==> config.mk <==
export PLATFORM = sky130hd
export DESIGN_NAME = sdrc_wb_arbiter
export DESIGN_NICKNAME = d
export VERILOG_FILES = /design/src/rtl/sdrc_wb_arbiter.sv
export SDC_FILE = /design/constraint.sdc
export NUM_CORES = 1
export LEC_CHECK = 0
export CAP_MARGIN = 5
export CORE_AREA = 2 2 114 116
export CTS_CLUSTER_DIAMETER = 200
export DETAILED_ROUTE_END_ITERATION = 8
export DIE_AREA = 0 0 116 118
export DONT_BUFFER_PORTS = 1
export GPL_ROUTABILITY_DRIVEN = 0
export PLACE_DENSITY = 0.4
export SETUP_SLACK_MARGIN = 0.3
export SLEW_MARGIN = 25
export SYNTH_ARGS = -nofsm -noshare
export SYNTH_HDL_FRONTEND = slang
export SYNTH_SLANG_ARGS = --single-unit
==> constraint.sdc <==
create_clock -name sys_clk -period 1.9 [get_ports sys_clk]
set_clock_uncertainty 0.05 [all_clocks]
set_input_delay 0.285 -clock sys_clk [delete_from_list [all_inputs] [get_ports sys_clk]]
set_output_delay 0.285 -clock sys_clk [all_outputs]
set_load 0.03 [all_outputs]
==> src/rtl/sdrc_wb_arbiter.sv <==
// Round-robin Wishbone arbiter in front of the SDRAM controller slave port.
// Ownership lasts a whole wb_cyc; an owner that idles with cyc=1, stb=0 is revoked.
module sdrc_wb_arbiter #(
    parameter int N_MASTERS    = 2,
    parameter int AW           = 32,
    parameter int DW           = 32,
    parameter int IDLE_TIMEOUT = 256
) (
    input  logic                        sys_clk,
    input  logic                        RESETN,
    input  logic                        sdr_init_done,

    input  logic [N_MASTERS-1:0]        m_cyc_i,
    input  logic [N_MASTERS-1:0]        m_stb_i,
    input  logic [N_MASTERS-1:0]        m_we_i,
    input  logic [N_MASTERS*AW-1:0]     m_addr_i,
    input  logic [N_MASTERS*DW-1:0]     m_dat_i,
    input  logic [N_MASTERS*DW/8-1:0]   m_sel_i,
    input  logic [N_MASTERS*3-1:0]      m_cti_i,
    output logic [N_MASTERS-1:0]        m_ack_o,
    output logic [DW-1:0]               m_dat_o,

    output logic                        wb_cyc_o,
    output logic                        wb_stb_o,
    output logic                        wb_we_o,
    output logic [AW-1:0]               wb_addr_o,
    output logic [DW-1:0]               wb_dat_o,
    output logic [DW/8-1:0]             wb_sel_o,
    output logic [2:0]                  wb_cti_o,
    input  logic                        wb_ack_i,
    input  logic [DW-1:0]               wb_dat_i,

    output logic [N_MASTERS-1:0]        grant_o,
    output logic                        err_o
);

    localparam int SW  = DW / 8;
    localparam int IW  = (N_MASTERS > 1) ? $clog2(N_MASTERS) : 1;
    localparam int WDW = (IDLE_TIMEOUT > 1) ? $clog2(IDLE_TIMEOUT + 1) : 1;
    localparam bit WDOG_EN = (IDLE_TIMEOUT > 0);
    localparam logic [WDW-1:0] WD_LAST  = WDW'((IDLE_TIMEOUT > 0) ? IDLE_TIMEOUT - 1 : 0);
    localparam logic [IW-1:0]  LAST_IDX = IW'(N_MASTERS - 1);
    localparam logic [IW:0]    N_EXT    = (IW+1)'(N_MASTERS);
    localparam logic [N_MASTERS-1:0] ONE_HOT0 = {{(N_MASTERS-1){1'b0}}, 1'b1};

    typedef enum logic {
        S_IDLE = 1'b0,
        S_OWN  = 1'b1
    } state_e;

    state_e                 state_q;
    logic [N_MASTERS-1:0]   grant_q;
    logic [N_MASTERS-1:0]   mask_q;
    logic [IW-1:0]          gidx_q;
    logic [IW-1:0]          rr_ptr_q;
    logic [WDW-1:0]         wdog_q;
    logic                   err_q;

    logic [AW-1:0]          addr_arr [N_MASTERS];
    logic [DW-1:0]          dat_arr  [N_MASTERS];
    logic [SW-1:0]          sel_arr  [N_MASTERS];
    logic [2:0]             cti_arr  [N_MASTERS];

    generate
        for (genvar gi = 0; gi < N_MASTERS; gi++) begin : g_slice
            assign addr_arr[gi] = m_addr_i[gi*AW +: AW];
            assign dat_arr[gi]  = m_dat_i[gi*DW +: DW];
            assign sel_arr[gi]  = m_sel_i[gi*SW +: SW];
            assign cti_arr[gi]  = m_cti_i[gi*3 +: 3];
            assign m_ack_o[gi]  = grant_q[gi] & wb_ack_i;
        end
    endgenerate

    // Masked masters stay out of arbitration until they drop cyc once.
    logic [N_MASTERS-1:0]   req;
    logic                   arb_found_d;
    logic [IW-1:0]          arb_idx_d;
    logic [IW:0]            cand;

    assign req = m_cyc_i & ~mask_q;

    // Walk offsets high-to-low so the nearest requester at/after rr_ptr wins.
    always_comb begin
        arb_found_d = 1'b0;
        arb_idx_d   = '0;
        cand        = '0;
        for (int off = N_MASTERS - 1; off >= 0; off--) begin
            cand = {1'b0, rr_ptr_q} + (IW+1)'(off);
            if (cand >= N_EXT) begin
                cand = cand - N_EXT;
            end
            if (req[cand[IW-1:0]]) begin
                arb_found_d = 1'b1;
                arb_idx_d   = cand[IW-1:0];
            end
        end
    end

    logic                   own;
    logic                   owner_cyc;
    logic                   owner_stb;
    logic [IW-1:0]          rr_next;

    assign own       = |grant_q;
    assign owner_cyc = m_cyc_i[gidx_q];
    assign owner_stb = m_stb_i[gidx_q];
    assign rr_next   = (gidx_q == LAST_IDX) ? '0 : gidx_q + 1'b1;

    assign wb_cyc_o  = own & owner_cyc;
    assign wb_stb_o  = own & owner_stb;
    assign wb_we_o   = own & m_we_i[gidx_q];
    assign wb_addr_o = own ? addr_arr[gidx_q] : '0;
    assign wb_dat_o  = own ? dat_arr[gidx_q]  : '0;
    assign wb_sel_o  = own ? sel_arr[gidx_q]  : '0;
    assign wb_cti_o  = own ? cti_arr[gidx_q]  : '0;
    assign m_dat_o   = wb_dat_i;

    assign grant_o   = grant_q;
    assign err_o     = err_q;

    always_ff @(posedge sys_clk) begin
        if (!RESETN) begin
            state_q  <= S_IDLE;
            grant_q  <= '0;
            mask_q   <= '0;
            gidx_q   <= '0;
            rr_ptr_q <= '0;
            wdog_q   <= '0;
            err_q    <= 1'b0;
        end else begin
            err_q  <= 1'b0;
            mask_q <= mask_q & m_cyc_i;
            case (state_q)
                S_IDLE: begin
                    wdog_q <= '0;
                    if (sdr_init_done && arb_found_d) begin
                        state_q <= S_OWN;
                        grant_q <= ONE_HOT0 << arb_idx_d;
                        gidx_q  <= arb_idx_d;
                    end
                end
                S_OWN: begin
                    if (!owner_cyc) begin
                        state_q  <= S_IDLE;
                        grant_q  <= '0;
                        rr_ptr_q <= rr_next;
                        wdog_q   <= '0;
                    end else if (owner_stb) begin
                        // A strobed stall waiting for ack is legitimate.
                        wdog_q <= '0;
                    end else if (WDOG_EN && (wdog_q == WD_LAST)) begin
                        state_q        <= S_IDLE;
                        grant_q        <= '0;
                        rr_ptr_q       <= rr_next;
                        wdog_q         <= '0;
                        err_q          <= 1'b1;
                        mask_q[gidx_q] <= 1'b1;
                    end else if (WDOG_EN) begin
                        wdog_q <= wdog_q + 1'b1;
                    end
                end
                default: begin
                    state_q <= S_IDLE;
                    grant_q <= '0;
                end
            endcase
        end
    end

endmodule

==> metrics <==
IO buf count 0; commonest cells after routing, fill and taps aside sky130_fd_sc_hd__nor2_4 (51), sky130_fd_sc_hd__mux2i_4 (34), sky130_fd_sc_hd__buf_4 (27), sky130_fd_sc_hd__nor2_1 (26), sky130_fd_sc_hd__mux2i_1 (23); worst hold slack about 0.075 ns; max-slew violation total from the final report 0; overall power of the completed layout about 1900 uW; launch instance of the worst register-to-register path gidx_q; power density of the placed cells between 500 and 600 nW/um^2; post-synthesis net count 466; Max IR drop VDD around 0.54 mV; number of enable-type register cells in the synthesized netlist 0; Reg area between 300 and 400 um^2; ports placed on the boundary 295; antenna cell count 0; launch instance of the worst min-delay path m_stb_i[0]; maximum number of pins on one net before global-route repair 29; clock tree from TritonCTS done; count of vias placed by the detailed router between 2000 and 2500; core area between 10000 and 15000 um^2; width of the die 116 um; footprint of the multi-input gates 2345 um^2; hold path cells 1; fillcell total 1288; clock tree root driver cell sky130_fd_sc_hd__clkbuf_16; Critical Path End Type output port; worst slew margin relative to its limit between 80% and 90%; share of cells above drive strength 1 approximately 65%; area of the die approximately 14000 um^2; mean routed wirelength per cell approximately 19 um; Max Freq 565.7 MHz; static leakage 0.001165 uW; async set or reset register ratio after synthesis 0%; critical path required time around 1.6 ns; iteration count of the initial detailed-routing pass 4; largest area contributor in the synthesized netlist sky130_fd_sc_hd__mux2i_1; commonest register cell after synthesis sky130_fd_sc_hd__dfxtp_1; Final Routed Wirelength about 9000 um; H-tree lvl count 1; Initial Utilization between 10% and 20%; Syn Inst Count approximately 280; post-CTS clock slew at the launch and capture registers of the worst setup and hold paths about 0.05 ns; post-route DRC violation count 0; largest fanout of any net on the critical path 7; Synthesis Warnings 0; sum of negative setup slack 0 ns; R2R Setup Slk about 0.22 ns; Arr. time, crit path about 1.4 ns; Final period util 93.04%; Die Y-Extent roughly 120 um; clock buffer count from CTS 3; initial antenna violation count 0; min cycle time layout around 1.8 ns; post-synthesis cell area roughly 2100 um^2; Final Core Density between 30% and 40%; critical path startpoint category flop; cell count of the worst reg-to-reg path 8; PnR worst setup slack around 0.13 ns; share of Yosys cell area claimed by the top area cell type 33.90%; number of buffers between clock root and the deepest sink 2; endpoint of the worst hold path mask_q[0]; worst hold-check path type in2reg; slew at the pin closest to its max-slew limit 0.2678 ns; final hold viol count 0; insertion delay to the later sink of the worst-skew pair between 0.2 and 0.3 ns; leading cell type in the layout, fill and taps excluded sky130_fd_sc_hd__nor2_4; Detail Placement HPWL 6134 um; post-route ant nets 0; Netlist cell types 32; Setup violations, final 0; Maximum Capacitance Violations 0; Overflow after GRT 0; run status finished clean; count of nets after finishing 480; CTS hold repair buffers 0; wire length of the first global-routing pass 11960 um; overall track demand over capacity in global routing a little under an eighth; Post-Syn Area per Cell 7.619 um^2; number of global-route vias before repair between 2000 and 2500; post-synthesis sequential area ratio between 10% and 20%; capturing point of the worst reg2reg path rr_ptr_q; site row count between 40 and 50; dominant cells by area after synthesis sky130_fd_sc_hd__mux2i_1 (34%), sky130_fd_sc_hd__dfxtp_1 (16%), sky130_fd_sc_hd__nor2_1 (16%); flip-flop and latch count after synthesis 17; setup repair after global routing missed its margin yes; average vias per placed instance around 4.4; category of the most critical setup path reg2out; worst slack at placement approximately 0.25 ns; sink count of the clock tree 17; number of DRC markers after the initial detailed-route iteration 84; Layout area overhead 78.63%
-- final cells by class --
| type | count | share of cell area [%] |
|---|---|---|
| multi-input cells | 209 | 61.75 |
| repair buffers | 58 | 20.89 |
| flip-flops and latches | 17 | 9.193 |
| well taps | 172 | 5.667 |
| clock buffers | 3 | 1.977 |
| inverters | 4 | 0.3954 |
| clock inverters | 1 | 0.1318 |
-- per-stage QoR --
step                instance area (um^2)  instances
global route                        3797        464
detailed placement                  2639        434
finish                              3797        464
CTS                                 3586        457
global placement                    2639        434
floorplan                           2472        279
-- worst max path at each step --
stage / slack [ns] / cells past startpoint / from / end
floorplan: 0.28 / 4 / grant_o[0] / wb_addr_o[12]
global placement: 0.29 / 8 / wdog_q[0] / rr_ptr_q
detailed placement: 0.25 / 8 / wdog_q[0] / rr_ptr_q
CTS: 0.11 / 4 / gidx_q / wb_cyc_o
global route: 0.05 / 6 / gidx_q / wb_addr_o[1]
finish: 0.13 / 6 / gidx_q / wb_addr_o[1]
-- cell families after synthesis --
kind of cell / synth area share (%)
fa+ha+maj: 1.766
mux: 35.67
simple gates: 23.78
flops: 16.01
compound gates: 3.825
buf+inv: 16.48
xor+xnor: 2.472
-- state kept, by name, summed over array words and instances, names as in the netlist --
name	flops
wdog_q	9
grant_o	2
mask_q	2
err_o	1
gidx_q	1
rr_ptr_q	1
state_q	1
-- worst max-delay path: stages, from the launching register on --
cell and delay (ns):
sky130_fd_sc_hd__dfxtp_4 0.41, sky130_fd_sc_hd__buf_12 0.12, sky130_fd_sc_hd__buf_12 0.09, sky130_fd_sc_hd__buf_16 0.13, sky130_fd_sc_hd__mux2i_1 0.19, sky130_fd_sc_hd__nor2_1 0.06
sky130_fd_sc_hd__buf_4 0.17
-- report_power, final --
part / leakage, uW / internal, uW / switching [uW]
registers: 0.000140 / 365 / 9.43
clock network: 0.0000409 / 281 / 131
logic: 0.000984 / 484 / 665
total: 0.00116 / 1130 / 806
-- timing repair --
item | in CTS | in global routing
pin swaps | 4 | 5
resized for setup | 108 | 26
endpoints found under the setup margin | 75 | 77
gates cloned | 8 | 0
buffers inserted | 11 | 7
-- synth_stat cells (2+ instances only) --
cell type	n
sky130_fd_sc_hd__and3_1	2
sky130_fd_sc_hd__inv_1	4
sky130_fd_sc_hd__buf_4	37
sky130_fd_sc_hd__buf_2	4
sky130_fd_sc_hd__nand2_1	5
sky130_fd_sc_hd__nand2b_1	4
sky130_fd_sc_hd__ha_1	3
sky130_fd_sc_hd__xnor2_1	3
sky130_fd_sc_hd__xor2_1	3
sky130_fd_sc_hd__nand3_1	8
sky130_fd_sc_hd__o21ai_0	3
sky130_fd_sc_hd__mux2i_1	72
sky130_fd_sc_hd__nor2_1	89
sky130_fd_sc_hd__dfxtp_1	17
sky130_fd_sc_hd__buf_1	3
sky130_fd_sc_hd__and2_1	3
sky130_fd_sc_hd__clkbuf_1	4
-- metal layers --
layer / part of all wire, % / vias to the layer above / global-route usage (%)
met3: 9.9 / 8 / 2.884
li1: - / 944 / -
met5: 0 / - / 0
met1: 36 / 956 / 12.83
met4: 0.54 / 0 / 1.339
met2: 54 / 128 / 22.37
Power figures use the tool's default switching activity.
